==> config.mk <==
export PLATFORM = sky130hd
export DESIGN_NAME = seg_display_scanner
export DESIGN_NICKNAME = d
export VERILOG_FILES = /design/src/rtl/seg_disp_pkg.sv /design/src/rtl/refresh_prescaler.sv /design/src/rtl/seg_display_scanner.sv
export SDC_FILE = /design/constraint.sdc
export NUM_CORES = 1
export LEC_CHECK = 0
export ABC_AREA = 1
export BUFFER_PORTS_ARGS = -buffer_cell sky130_fd_sc_hd__buf_2
export CORE_MARGIN = 5
export CORE_UTILIZATION = 32
export DETAILED_ROUTE_END_ITERATION = 8
export PLACE_DENSITY = 0.56
export SLEW_MARGIN = 20
export SYNTH_ARGS = -nofsm -noshare
export SYNTH_HDL_FRONTEND = slang
export SYNTH_SLANG_ARGS = --single-unit
==> constraint.sdc <==
create_clock -name clk -period 1.69 [get_ports clk]
set_input_delay 0.2535 -clock clk [delete_from_list [all_inputs] [get_ports clk]]
set_output_delay 0.2535 -clock clk [all_outputs]
set_load 0.1 [all_outputs]
==> src/rtl/seg_disp_pkg.sv <==
// Shared constants and helpers for the 7-segment display scanner.
// The optional LEADING_ZERO_BLANK_EN feature lives in seg_display_scanner.sv.
package seg_disp_pkg;

  localparam int MAX_NDIG = 32;

  localparam logic [3:0]          BLANK_CODE = 4'hF;
  localparam logic [MAX_NDIG-1:0] AN_ALL_OFF = '1;

  // Active-low one-hot anode pattern; callers truncate to their digit count.
  function automatic logic [MAX_NDIG-1:0] onehot_n(input int unsigned idx);
    return ~(MAX_NDIG'(1) << idx);
  endfunction

  function automatic int clog2(input int value);
    int r;
    r = 0;
    while ((1 << r) < value) r++;
    return r;
  endfunction

endpackage

==> src/rtl/refresh_prescaler.sv <==
// Slot-rate prescaler: counts 0..DIV-1 while enabled and holds its count when not.
// tick is combinational at the terminal count and only while en is high.
module refresh_prescaler
  import seg_disp_pkg::*;
#(
  parameter int DIV = 100000
) (
  input  logic clk,
  input  logic rst,
  input  logic en,
  output logic tick
);

  localparam int CW = clog2(DIV);

  logic [CW-1:0] cnt_q, cnt_d;

  always_comb begin
    tick  = en && (cnt_q == CW'(DIV - 1));
    cnt_d = cnt_q;
    if (tick)    cnt_d = '0;
    else if (en) cnt_d = cnt_q + 1'b1;
  end

  always_ff @(posedge clk or posedge rst) begin
    if (rst) cnt_q <= '0;
    else     cnt_q <= cnt_d;
  end

endmodule

==> src/rtl/seg_display_scanner.sv <==
// Time-multiplexes NDIG packed BCD digits onto one shared 7-segment decoder.
// Define LEADING_ZERO_BLANK_EN to blank leading zero digits (digit 0 is never blanked).
module seg_display_scanner
  import seg_disp_pkg::*;
#(
  parameter int NDIG        = 4,
  parameter int IWL         = 4,
  parameter int REFRESH_DIV = 100000,
  localparam int IDXW       = clog2(NDIG)
) (
  input  logic                clk,
  input  logic                rst,
  input  logic                en,
  input  logic [IWL*NDIG-1:0] digits,
  output logic [IWL-1:0]      bcd_out,
  output logic [NDIG-1:0]     an,
  output logic [IDXW-1:0]     digit_idx,
  output logic                frame_tick
);

  logic                slot_tick;
  logic [IDXW-1:0]     idx_q, idx_d, next_idx;
  logic [NDIG-1:0]     an_q, an_d;
  logic [IWL-1:0]      bcd_q, bcd_d, code;
  logic                ft_q, ft_d;
  logic [IWL*NDIG-1:0] shadow_q, shadow_d, src;
  logic                frame_edge, blank;

  refresh_prescaler #(.DIV(REFRESH_DIV)) u_presc (
    .clk  (clk),
    .rst  (rst),
    .en   (en),
    .tick (slot_tick)
  );

  always_comb begin
    next_idx   = (idx_q == IDXW'(NDIG - 1)) ? '0 : idx_q + 1'b1;
    frame_edge = (next_idx == '0);
    // Digit 0 comes from the live input so it matches the value being captured.
    src        = frame_edge ? digits : shadow_q;
    code       = src[IWL*next_idx +: IWL];
`ifdef LEADING_ZERO_BLANK_EN
    begin
      logic upper_nz;
      upper_nz = 1'b0;
      for (int k = 0; k < NDIG; k++) begin
        if (IDXW'(k) >= next_idx && src[IWL*k +: IWL] != '0) upper_nz = 1'b1;
      end
      blank = !frame_edge && !upper_nz;
    end
`else
    blank = 1'b0;
`endif

    idx_d    = idx_q;
    an_d     = an_q;
    bcd_d    = bcd_q;
    ft_d     = 1'b0;
    shadow_d = shadow_q;
    if (!en) begin
      an_d  = NDIG'(AN_ALL_OFF);
      bcd_d = IWL'(BLANK_CODE);
    end else if (slot_tick) begin
      idx_d = next_idx;
      an_d  = NDIG'(onehot_n(32'(next_idx)));
      bcd_d = blank ? IWL'(BLANK_CODE) : code;
      if (frame_edge) begin
        shadow_d = digits;
        ft_d     = 1'b1;
      end
    end
  end

  always_ff @(posedge clk or posedge rst) begin
    if (rst) begin
      idx_q    <= IDXW'(NDIG - 1);
      an_q     <= NDIG'(AN_ALL_OFF);
      bcd_q    <= IWL'(BLANK_CODE);
      ft_q     <= 1'b0;
      shadow_q <= '0;
    end else begin
      idx_q    <= idx_d;
      an_q     <= an_d;
      bcd_q    <= bcd_d;
      ft_q     <= ft_d;
      shadow_q <= shadow_d;
    end
  end

  assign bcd_out    = bcd_q;
  assign an         = an_q;
  assign digit_idx  = idx_q;
  assign frame_tick = ft_q;

endmodule

==> impl_metrics.env <==
export IMPL_status="finished, final reports clean"
export IMPL_hold_path_startpoint="digits[6]"
export IMPL_critical_path_class="register to output pin"
export IMPL_core_area_sq_mm=0.008134
export IMPL_detail_route_wl_per_cell_um=12.28
export IMPL_top_level_ports=30
export IMPL_synth_enable_flop_cells=0
export IMPL_rsz_0062_raised_after_global_routing="true"
export IMPL_area_sequential_sq_mm=0.001121
export IMPL_finClkSkew_ps=8.762
export IMPL_synth_seq_cells=44
export IMPL_grt_max_degree=45
export IMPL_worst_r2r_setup_slack_ps=90
export IMPL_path_cells="buf_2"
export IMPL_remaining_drcs=0
export IMPL_timing_final_max_slew_violations=0
export IMPL_final_area_sq_mm=0.003133
export IMPL_num_vias=2394
export IMPL_slowest_stage="sky130_fd_sc_hd__dfstp_4"
export IMPL_layout_drive_gt1_share_pct=22.14
export IMPL_ff2ff_path_depth=8
export IMPL_r2r_end="bcd_out[1]$_DFFE_PP1P_"
export IMPL_dp_cells=506
export IMPL_arrival_ps=1410
export IMPL_cts_reportedPaths_clkPinSlew_ps=90
export IMPL_diodes=0
export IMPL_cap_viol_max_count=0
export IMPL_die_area_sq_mm=0.01017
export IMPL_die_x_um=100.8
export IMPL_timing_slew_headroom_pct=67.46
export IMPL_synthFlopType="sky130_fd_sc_hd__dfrtp_1"
export IMPL_clock_sink_count=44
export IMPL_r2r_start="digit_idx[0]$_DFFE_PP1P_"
export IMPL_synth_cell_types=27
export IMPL_initial_utilization_pct=32.46
export IMPL_grt_pass1_vias=2361
export IMPL_clock_path_buffers=2
export IMPL_dpl_hpwl_um=4676
export IMPL_multi_input_area_sq_mm=0.001335
export IMPL_min_delay_path_depth=5
export IMPL_synth_top_cell_area_share_pct=32.23
export IMPL_worstHoldEndpoint="shadow_q[6]$_DFFE_PP0P_"
export IMPL_final_min_period_over_clock_period_pct=98.26
export IMPL_drtAntennaViolNets=0
export IMPL_power_per_cell_area_mw_per_mm2=875.8
export IMPL_nature_of_the_critical_path_endpoint="output pin"
export IMPL_place_gp_congestion=0.8183
export IMPL_synth_async_reset_ratio_pct=100.0
export IMPL_finalNetCount=434
export IMPL_totalWireLength_um=6336
export IMPL_synthTopCellsByCount="129 x sky130_fd_sc_hd__nand2_1, 42 x sky130_fd_sc_hd__inv_1, 38 x sky130_fd_sc_hd__nand3_1"
export IMPL_critical_path_peak_fanout=6
export IMPL_layout_area_overhead_vs_synth_pct=18.67
export IMPL_yosys_warnings=0
export IMPL_finalWorstSetupSlack_ps=29.49
export IMPL_clock_insertion_delay_worst_skew_ps=300
export IMPL_netlist_top_cell_by_area="sky130_fd_sc_hd__dfrtp_1"
export IMPL_syn_instance_count=372
export IMPL_grt_overflow_total=0
export IMPL_p_leak_uw=0.001566
export IMPL_mappedNetlistArea_sq_mm=0.002640
export IMPL_worst_hold_path_type="input pin to register"
export IMPL_final_hold_violation_count=0
export IMPL_layoutNonFillerInstCount=516
export IMPL_post_synth_top_count_cell="sky130_fd_sc_hd__nand2_1"
export IMPL_die_height_um=100.8
export IMPL_setup_viol_count_final=0
export IMPL_clock_root_buffer="sky130_fd_sc_hd__clkbuf_8"
export IMPL_mappedNetlistNets=396
export IMPL_period_needed_ps=1661
export IMPL_pre_cts_ws_ps=66.35
export IMPL_worst_endpoint_required_ps=1440
export IMPL_post_synth_main_area_contributors="sky130_fd_sc_hd__dfrtp_1 32%, sky130_fd_sc_hd__nand2_1 18%, sky130_fd_sc_hd__dfstp_2 10%"
export IMPL_cp_start_kind="register"
export IMPL_layout_filler_cells=840
export IMPL_place_area_sq_mm=0.002990
export IMPL_max_clock_freq_ghz=0.6022
export IMPL_buffers_plus_inverters_on_the_worst_setup_path=1
export IMPL_cts_buffers=5
export IMPL_worst_pin_slew_ps=491.4
export IMPL_viasPerCell=4.640
export IMPL_worst_path_stages=1
export IMPL_tritoncts="yes"
export IMPL_critical_path_max_stage_delay_ps=670
export IMPL_drt_iter0_markers=91
export IMPL_io_buf_count=29
export IMPL_std_cell_rows=33
export IMPL_critPathTopFamily="flip-flops"
export IMPL_detailedRoute_firstPassIterationCount=4
export IMPL_grt_antenna_before_repair=0
export IMPL_max_vdd_ir_drop_mv=0.2892
export IMPL_globalRouteTotalUtil_pct=13.36
export IMPL_mean_cell_area_of_the_mapped_netlist_sq_um=7.097
export IMPL_synth_seq_area_share_pct=42.18
export IMPL_cts_htree_levels=2
export IMPL_grt_pass1_wl_um=10920
## cell type report
class | instances | share of cell area, %
flip-flops and latches | 44 | 35.78
inverters | 47 | 5.711
multi-input cells | 271 | 42.61
clock buffers | 8 | 3.195
well taps | 105 | 4.193
repair buffers | 41 | 8.506
## sequential cells by signal, summed over array words and instances (netlist names)
register	count
an	4
digit_idx	2
shadow_q	16
frame_tick	1
bcd_out	4
u_presc.cnt_q	17
## what timing repair did
item / 4_1_cts / 5_1_grt
endpoints found under the hold margin: 34 / 0
setup buffers: 0 / 1
endpoints found under the setup margin: 0 / 11
hold buffers: 1 / 0
gates resized for setup: 0 / 9
## how the worst max path moves through the flow
stage,start,endpoint,slack [ps]
2_1_floorplan,digit_idx[0]$_DFFE_PP1P_,bcd_out[0]$_DFFE_PP1P_,5
3_3_place_gp,digit_idx[0]$_DFFE_PP1P_,bcd_out[0]$_DFFE_PP1P_,80
3_5_place_dp,digit_idx[0]$_DFFE_PP1P_,bcd_out[0]$_DFFE_PP1P_,70
4_1_cts,digit_idx[0]$_DFFE_PP1P_,digit_idx[0],20
5_1_grt,digit_idx[0]$_DFFE_PP1P_,bcd_out[0]$_DFFE_PP1P_,-10
6_report,digit_idx[0]$_DFFE_PP1P_,digit_idx[0],30
## logic make-up after synthesis
logic type / after synthesis / synth area share (%)
AOI/OAI and AO/OA: 29 / 6.825
and+or+nand+nor: 235 / 39.00
xor gates and xnor gates: 2 / 0.6636
buffers and inverters: 57 / 8.957
adders and majority gates: 5 / 2.370
DFF: 44 / 42.18
## layer usage
| layer | GRT usage, % | up-vias | part of all wire, % |
|---|---|---|---|
| met1 | 16.93 | 1106 | 47 |
| li1 | - | 1240 | - |
| met2 | 22.18 | 35 | 47 |
| met5 | 0 | - | 0 |
| met4 | 5.492 | 0 | 2.2 |
| met3 | 2.630 | 13 | 2.9 |
## power by group
| group | internal [uW] | switching (uW) | leakage, uW |
|---|---|---|---|
| Combinational | 204 | 458 | 0.000988 |
| Clock | 374 | 388 | 0.0000515 |
| Sequential | 1180 | 142 | 0.000527 |
| Total | 1760 | 988 | 0.00157 |
## cell usage in the layout (no fill, tap or decap)
cell type                       synthesis  layout
sky130_fd_sc_hd__a21oi_1                7       5
sky130_fd_sc_hd__a21oi_2                0       2
sky130_fd_sc_hd__and2_1                 8       8
sky130_fd_sc_hd__buf_12                 0       2
sky130_fd_sc_hd__buf_2                  3      29
sky130_fd_sc_hd__buf_4                  1       8
sky130_fd_sc_hd__buf_6                  2       1
sky130_fd_sc_hd__clkbuf_1               4       1
sky130_fd_sc_hd__clkbuf_8               0       7
sky130_fd_sc_hd__dfrtp_1               34      34
sky130_fd_sc_hd__dfstp_2               10       8
sky130_fd_sc_hd__dfstp_4                0       2
sky130_fd_sc_hd__dlygate4sd3_1          0       1
sky130_fd_sc_hd__ha_1                   5       2
sky130_fd_sc_hd__ha_2                   0       1
sky130_fd_sc_hd__ha_4                   0       2
sky130_fd_sc_hd__inv_1                 42      39
sky130_fd_sc_hd__inv_2                  4       7
sky130_fd_sc_hd__inv_4                  0       1
sky130_fd_sc_hd__nand2_1              129     129
sky130_fd_sc_hd__nand2_2                4       3
sky130_fd_sc_hd__nand2_4                1       2
sky130_fd_sc_hd__nand3_1               38      38
sky130_fd_sc_hd__nand3_4                1       1
sky130_fd_sc_hd__nand4_1               11      11
sky130_fd_sc_hd__nor2_1                36      36
sky130_fd_sc_hd__nor2_2                 4       3
sky130_fd_sc_hd__nor2_4                 1       2
sky130_fd_sc_hd__nor3_1                 1       1
sky130_fd_sc_hd__o21ai_0               12      12
sky130_fd_sc_hd__o21ai_2                9       9
sky130_fd_sc_hd__o22ai_1                1       1
sky130_fd_sc_hd__or2_2                  1       1
sky130_fd_sc_hd__xor2_1                 2       2
## per-stage QoR
step                total power [uW]  TNS [ps]  util (%)  hold slack (ps)
global placement                1993         0     36.76            312.8
finish                          2744         0     38.52            312.8
global route                    2922    -14.76     38.52            348.3
CTS                             2763         0     38.12            311.6
detailed placement              1999         0     36.76            312.5
floorplan                       1827         0         -            441.9
Note: power is estimated with default switching activity, not from simulation.
